$ cat src/rtl/instruction_memory_port_if.sv
// rtl/instruction_memory_port_if.sv - fetch-side and backing-memory signals of the instruction port
interface instruction_memory_port_if #(
  parameter int ADDR_WIDTH = 20,
  parameter int DATA_WIDTH = 16
);
  logic [ADDR_WIDTH-1:0] instruction_rd1;
  logic [DATA_WIDTH-1:0] instruction_rd1_out;
  logic                  instruction_valid;
  logic                  mem_req;
  logic [ADDR_WIDTH:0]   mem_addr;
  logic                  mem_ack;
  logic [7:0]            mem_rdata;

  // slave is the port itself; master is whoever drives fetch and models memory
  modport slave (
    input  instruction_rd1, mem_ack, mem_rdata,
    output instruction_rd1_out, instruction_valid, mem_req, mem_addr
  );
  modport master (
    output instruction_rd1, mem_ack, mem_rdata,
    input  instruction_rd1_out, instruction_valid, mem_req, mem_addr
  );
endinterface

$ cat src/rtl/instruction_memory_port.sv
// rtl/instruction_memory_port.sv - two-byte instruction fetch responder with one-word buffer
module instruction_memory_port #(
  parameter int ADDR_WIDTH = 20,
  parameter int DATA_WIDTH = 16
) (
  input logic                      clock,
  input logic                      reset_n,
  instruction_memory_port_if.slave bus
);
  typedef enum logic [1:0] {IDLE, LOW, HIGH, DRAIN} state_t;

  state_t                state, next_state;
  logic [ADDR_WIDTH-1:0] fetch_addr;
  logic [ADDR_WIDTH-1:0] tag;
  logic                  tag_valid;
  logic [7:0]            lo;
  logic [DATA_WIDTH-1:0] word_q;
  logic                  mem_req_q;
  logic [ADDR_WIDTH:0]   mem_addr_q;

  logic hit, redirect, ack;
  logic start_fetch, take_lo, take_hi, drop;

  assign hit      = tag_valid && (bus.instruction_rd1 == tag);
  assign redirect = bus.instruction_rd1 != fetch_addr;
  // acks outside an outstanding request are meaningless and ignored
  assign ack      = bus.mem_ack && mem_req_q;

  assign bus.instruction_valid   = hit;
  assign bus.instruction_rd1_out = word_q;
  assign bus.mem_req             = mem_req_q;
  assign bus.mem_addr            = mem_addr_q;

  always_ff @(posedge clock or negedge reset_n) begin
    if (!reset_n) begin
      state <= IDLE;
    end else begin
      state <= next_state;
    end
  end

  always_comb begin
    next_state  = state;
    start_fetch = 1'b0;
    take_lo     = 1'b0;
    take_hi     = 1'b0;
    drop        = 1'b0;
    case (state)
      IDLE: begin
        if (!hit) begin
          start_fetch = 1'b1;
          next_state  = LOW;
        end
      end
      LOW: begin
        // a redirect that coincides with the low-byte ack has nothing left outstanding
        if (ack && redirect) begin
          drop       = 1'b1;
          next_state = IDLE;
        end else if (ack) begin
          take_lo    = 1'b1;
          next_state = HIGH;
        end else if (redirect) begin
          next_state = DRAIN;
        end
      end
      HIGH: begin
        if (ack) begin
          take_hi    = 1'b1;
          next_state = IDLE;
        end else if (redirect) begin
          next_state = DRAIN;
        end
      end
      DRAIN: begin
        if (ack) begin
          drop       = 1'b1;
          next_state = IDLE;
        end
      end
      default: next_state = IDLE;
    endcase
  end

  always_ff @(posedge clock or negedge reset_n) begin
    if (!reset_n) begin
      fetch_addr <= '0;
      tag        <= '0;
      tag_valid  <= 1'b0;
      lo         <= '0;
      word_q     <= '0;
      mem_req_q  <= 1'b0;
      mem_addr_q <= '0;
    end else begin
      if (start_fetch) begin
        fetch_addr <= bus.instruction_rd1;
        tag_valid  <= 1'b0;
        mem_req_q  <= 1'b1;
        mem_addr_q <= {bus.instruction_rd1, 1'b0};
      end
      if (take_lo) begin
        lo         <= bus.mem_rdata;
        mem_addr_q <= {fetch_addr, 1'b1};
      end
      if (take_hi) begin
        word_q    <= {bus.mem_rdata, lo};
        tag       <= fetch_addr;
        tag_valid <= 1'b1;
        mem_req_q <= 1'b0;
      end
      if (drop) begin
        mem_req_q <= 1'b0;
      end
    end
  end
endmodule

$ cat src/flat_wrapper.sv
// flat-port wrapper written by rule: the top's interface ports become plain ports
module instruction_memory_port_flat 
#(
  parameter int ADDR_WIDTH = 20,
  parameter int DATA_WIDTH = 16
)
  (clock, reset_n, bus_instruction_rd1, bus_mem_ack, bus_mem_rdata, bus_instruction_rd1_out, bus_instruction_valid, bus_mem_req, bus_mem_addr);
  instruction_memory_port_if #(.ADDR_WIDTH(ADDR_WIDTH), .DATA_WIDTH(DATA_WIDTH)) bus_i ();
  input logic clock;
  input logic reset_n;
  input wire logic [$bits(bus_i.instruction_rd1)-1:0] bus_instruction_rd1;
  input wire logic [$bits(bus_i.mem_ack)-1:0] bus_mem_ack;
  input wire logic [$bits(bus_i.mem_rdata)-1:0] bus_mem_rdata;
  output wire logic [$bits(bus_i.instruction_rd1_out)-1:0] bus_instruction_rd1_out;
  output wire logic [$bits(bus_i.instruction_valid)-1:0] bus_instruction_valid;
  output wire logic [$bits(bus_i.mem_req)-1:0] bus_mem_req;
  output wire logic [$bits(bus_i.mem_addr)-1:0] bus_mem_addr;
  assign bus_i.instruction_rd1 = bus_instruction_rd1;
  assign bus_i.mem_ack = bus_mem_ack;
  assign bus_i.mem_rdata = bus_mem_rdata;
  assign bus_instruction_rd1_out = bus_i.instruction_rd1_out;
  assign bus_instruction_valid = bus_i.instruction_valid;
  assign bus_mem_req = bus_i.mem_req;
  assign bus_mem_addr = bus_i.mem_addr;
  instruction_memory_port #(.ADDR_WIDTH(ADDR_WIDTH), .DATA_WIDTH(DATA_WIDTH)) u_core (.clock(clock), .reset_n(reset_n), .bus(bus_i));
endmodule
$ cat config.mk
export PLATFORM = sky130hd
export DESIGN_NAME = instruction_memory_port_flat
export DESIGN_NICKNAME = d
export VERILOG_FILES = /design/src/rtl/instruction_memory_port_if.sv /design/src/rtl/instruction_memory_port.sv /design/src/flat_wrapper.sv
export SDC_FILE = /design/constraint.sdc
export NUM_CORES = 1
export LEC_CHECK = 0
export ABC_AREA = 1
export BUFFER_PORTS_ARGS = -buffer_cell sky130_fd_sc_hd__clkbuf_2
export CAP_MARGIN = 20
export CORE_MARGIN = 10
export CORE_UTILIZATION = 60
export DETAILED_ROUTE_END_ITERATION = 7
export GPL_TIMING_DRIVEN = 0
export PLACE_DENSITY = 0.83
export SLEW_MARGIN = 5
export SYNTH_ARGS = -nofsm -noshare
export SYNTH_HDL_FRONTEND = slang
export SYNTH_SLANG_ARGS = --single-unit
$ cat constraint.sdc
create_clock -name clock -period 2.28 [get_ports clock]
set_input_delay 0 -clock clock [delete_from_list [all_inputs] [get_ports clock]]
set_output_delay 0 -clock clock [all_outputs]
set_load 0.005 [all_outputs]
==> results.toml <==
[status]
outcome = "finished clean"

[yosys]
synth_top_area_cell = "dfrtp_1"
synthTopCellsByCount = "nand2_1 (172), dfrtp_1 (89), o21ai_0 (43)"
ys_warn_count = 0
synth.most_common_cell = "nand2_1"
yosysSeqAreaShare_pct = 55.3
syn_area_per_cell_sq_um = 8.38
synthCells = 481
synth_flop_cell = "dfrtp_1"
syn_area_sq_mm = 0.00403
synth_cell_types = 22
ys_seq_elements = 89
syn-num-nets = 512
synth_area_leaders = "dfrtp_1 (55%), nand2_1 (16%), o21ai_0 (5.3%), inv_1 (3.8%), nand3_1 (3.2%)"
synth_top_area_share_pct = 55.3
async_flop_share_pct = 100
synth_edf_count = 0

[floorplan]
die_w_microns = 102
die_y_microns = 102
coreArea_sq_mm = 0.00642
die_area_sq_mm = 0.0104
initial_core_util_pct = 62.8
num_io_pins = 70
rows = 29

[global_routing]
grt_max_degree = 52
antenna_found_initial = 0
grt_pass1_vias = 3606
track_usage_pct = 21.1
grt_pass1_wl_mm = 17.2
overflow = 0

[place]
place_congestion = 0.928
hpwl_mm = 7.17
numPortBuffers = 69

[worst_hold_path]
hp-class = "primary input to asynchronous set/reset pin"

[layout]
n_antenna_cell = 0
drive_above_1_share_pct = 20.3
finalNetCount = 623
area_delta_synth_final_pct = 24.2

[clock_tree]
cts_made_buffers = 9
clk_latency_ns = 0.36
htree_levels = 3
post_cts_buffers = 0
cts_buffer_depth = 2
cts_resized = 0
path_clk_slew_ns = 0.09
numClockSinks = 89
cts_tree = "yes"
cts_root_buf = "clkbuf_8"

[setup_path]
cp.required_ns = 2.51
critPathCaptureType = "flip-flop"
cp-start-kind = "flip-flop"
worstSetupPathType = "flip-flop to flip-flop"
worstPathArrival_ns = 2.16
startpoint = "u_core.fetch_addr[7]"
r2r_cells = 9
crit_fanout = 10
r2r_start = "u_core.fetch_addr[7]"

[detailed_routing]
vias = 3523
ant_nets = 0
firstDrtPassIters = 4
drc_errors = 0
drt_wl_total_mm = 10.4
viasPerCell = 5.23
wire_per_inst_microns = 15.4
drt-initial-drc-count = 167

[sta]
grt_setup_unrepaired = "no"
slew_headroom_pct = 52.0
fin_hold_ws_ns = 0.243
clock_skew_ns = 0.00800
maxSlewViolCount = 0
hold_viol = 0
fin_crit_ns = 1.93
timing.fmax_mhz = 519
worst_pin_slew_ns = 0.720
post-route-period-util_pct = 84.4
tns_ns = 0
setup_viol = 0

[power_and_ir_drop]
ir_worst_vdd_mv = 0.637
powerDensity_mw_per_mm2 = 1160
p_leak_nw = 2.72

[flow_run]
max_cap_viol_count = 0
[layout make-up]
class | instances | area, sq um
Buffer | 18 | 119
Clock buffer | 10 | 128
Clock inverter | 6 | 82.6
Fill cell | 451 | 1420
Inverter | 53 | 199
Multi-Input combinational cell | 321 | 1490
Sequential cell | 89 | 2230
Tap cell | 77 | 96.3
Timing Repair Buffer | 100 | 668
[registers in the layout (all words and copies together), names as in the netlist]
| name | count |
|---|---|
| u_core.lo | 8 |
| u_core.bus.mem_req | 1 |
| u_core.fetch_addr | 20 |
| u_core.tag_valid | 1 |
| u_core.bus.mem_addr | 21 |
| u_core.state | 2 |
| u_core.bus.instruction_rd1_out | 16 |
| u_core.tag | 20 |
[routing by layer]
| metal | vias up | GRT usage (%) | share of wire, % |
|---|---|---|---|
| met3 | 22 | 6.41 | 7.5 |
| met2 | 107 | 35.4 | 49 |
| li1 | 1719 | - | - |
| met1 | 1675 | 24.8 | 41 |
| met4 | 0 | 9.11 | 2.3 |
| met5 | - | 0 | 0 |
[critical path: stages (launching register included)]
cell and delay [ns]:
dfrtp_1 0.42, xor2_1 0.17, nor2_1 0.13, nand2_1 0.08, nor2_1 0.24, nand4_1 0.22
buf_6 0.21, buf_4 0.18, nand2_1 0.08, o21ai_1 0.07
[power breakdown]
group          internal (W)  switching, W  total [W]
clock network      0.000612      0.000561    0.00117
registers           0.00218      0.000397    0.00258
logic              0.000849       0.00118    0.00203
total               0.00364       0.00214    0.00578
[cell usage in the layout (no fill, tap or decap), types with 2 or more instances in the layout]
cell type,instances
buf_2,2
buf_4,7
buf_6,3
bufinv_16,2
clkbuf_1,7
clkbuf_2,68
clkbuf_8,9
clkinv_2,3
dfrtp_1,89
dlygate4sd3_1,30
inv_1,41
inv_2,12
mux2_2,10
nand2_1,172
nand3_1,26
nand4_1,3
nor2_1,27
nor3_1,2
o21ai_0,43
o21ai_1,20
xnor2_1,5
xor2_1,8
[per-stage QoR]
step                      cells  instance area [sq um]  setup slack [ns]  utilization [%]  total power [W]
after global placement      627                   4470             0.248             69.6          0.00446
after detailed placement    628                   4490             0.435             70.0          0.00457
after CTS                   674                   5000             0.403             77.9          0.00578
after global routing        674                   5000             0.235             77.9          0.00623
final                       674                   5000             0.355             77.9          0.00578
after floorplan             481                   4030             0.803                -          0.00382
[worst paths after layout]
path	to	slack, ns
worst max-delay path	u_core.lo[7]	0.35
worst min-delay path	u_core.bus.mem_addr[8]	0.24
worst max register to register	u_core.lo[7]	0.35
worst min register to register	u_core.bus.mem_addr[0]	0.49
max in group asynchronous	u_core.bus.instruction_rd1_out[15]	1.38
min in group clock	u_core.bus.mem_addr[11]	0.42
[repair_timing]
item	in CTS	in global routing
setup endpoints to repair	0	0
hold buffers	30	0
hold endpoints to repair	107	0
[logic make-up (layout without fill, tap and decap cells)]
logic type                after synthesis  in the layout  synth area share (%)
AOI/OAI and AO/OA                      64             64                  8.01
xor gates and xnor gates               13             13                  2.83
buffers and inverters                  71            187                  7.89
DFF                                    89             89                  55.3
muxes                                  10             10                  2.79
and+or+nand+nor                       234            234                  23.2
(Power assumes the default switching activity.)
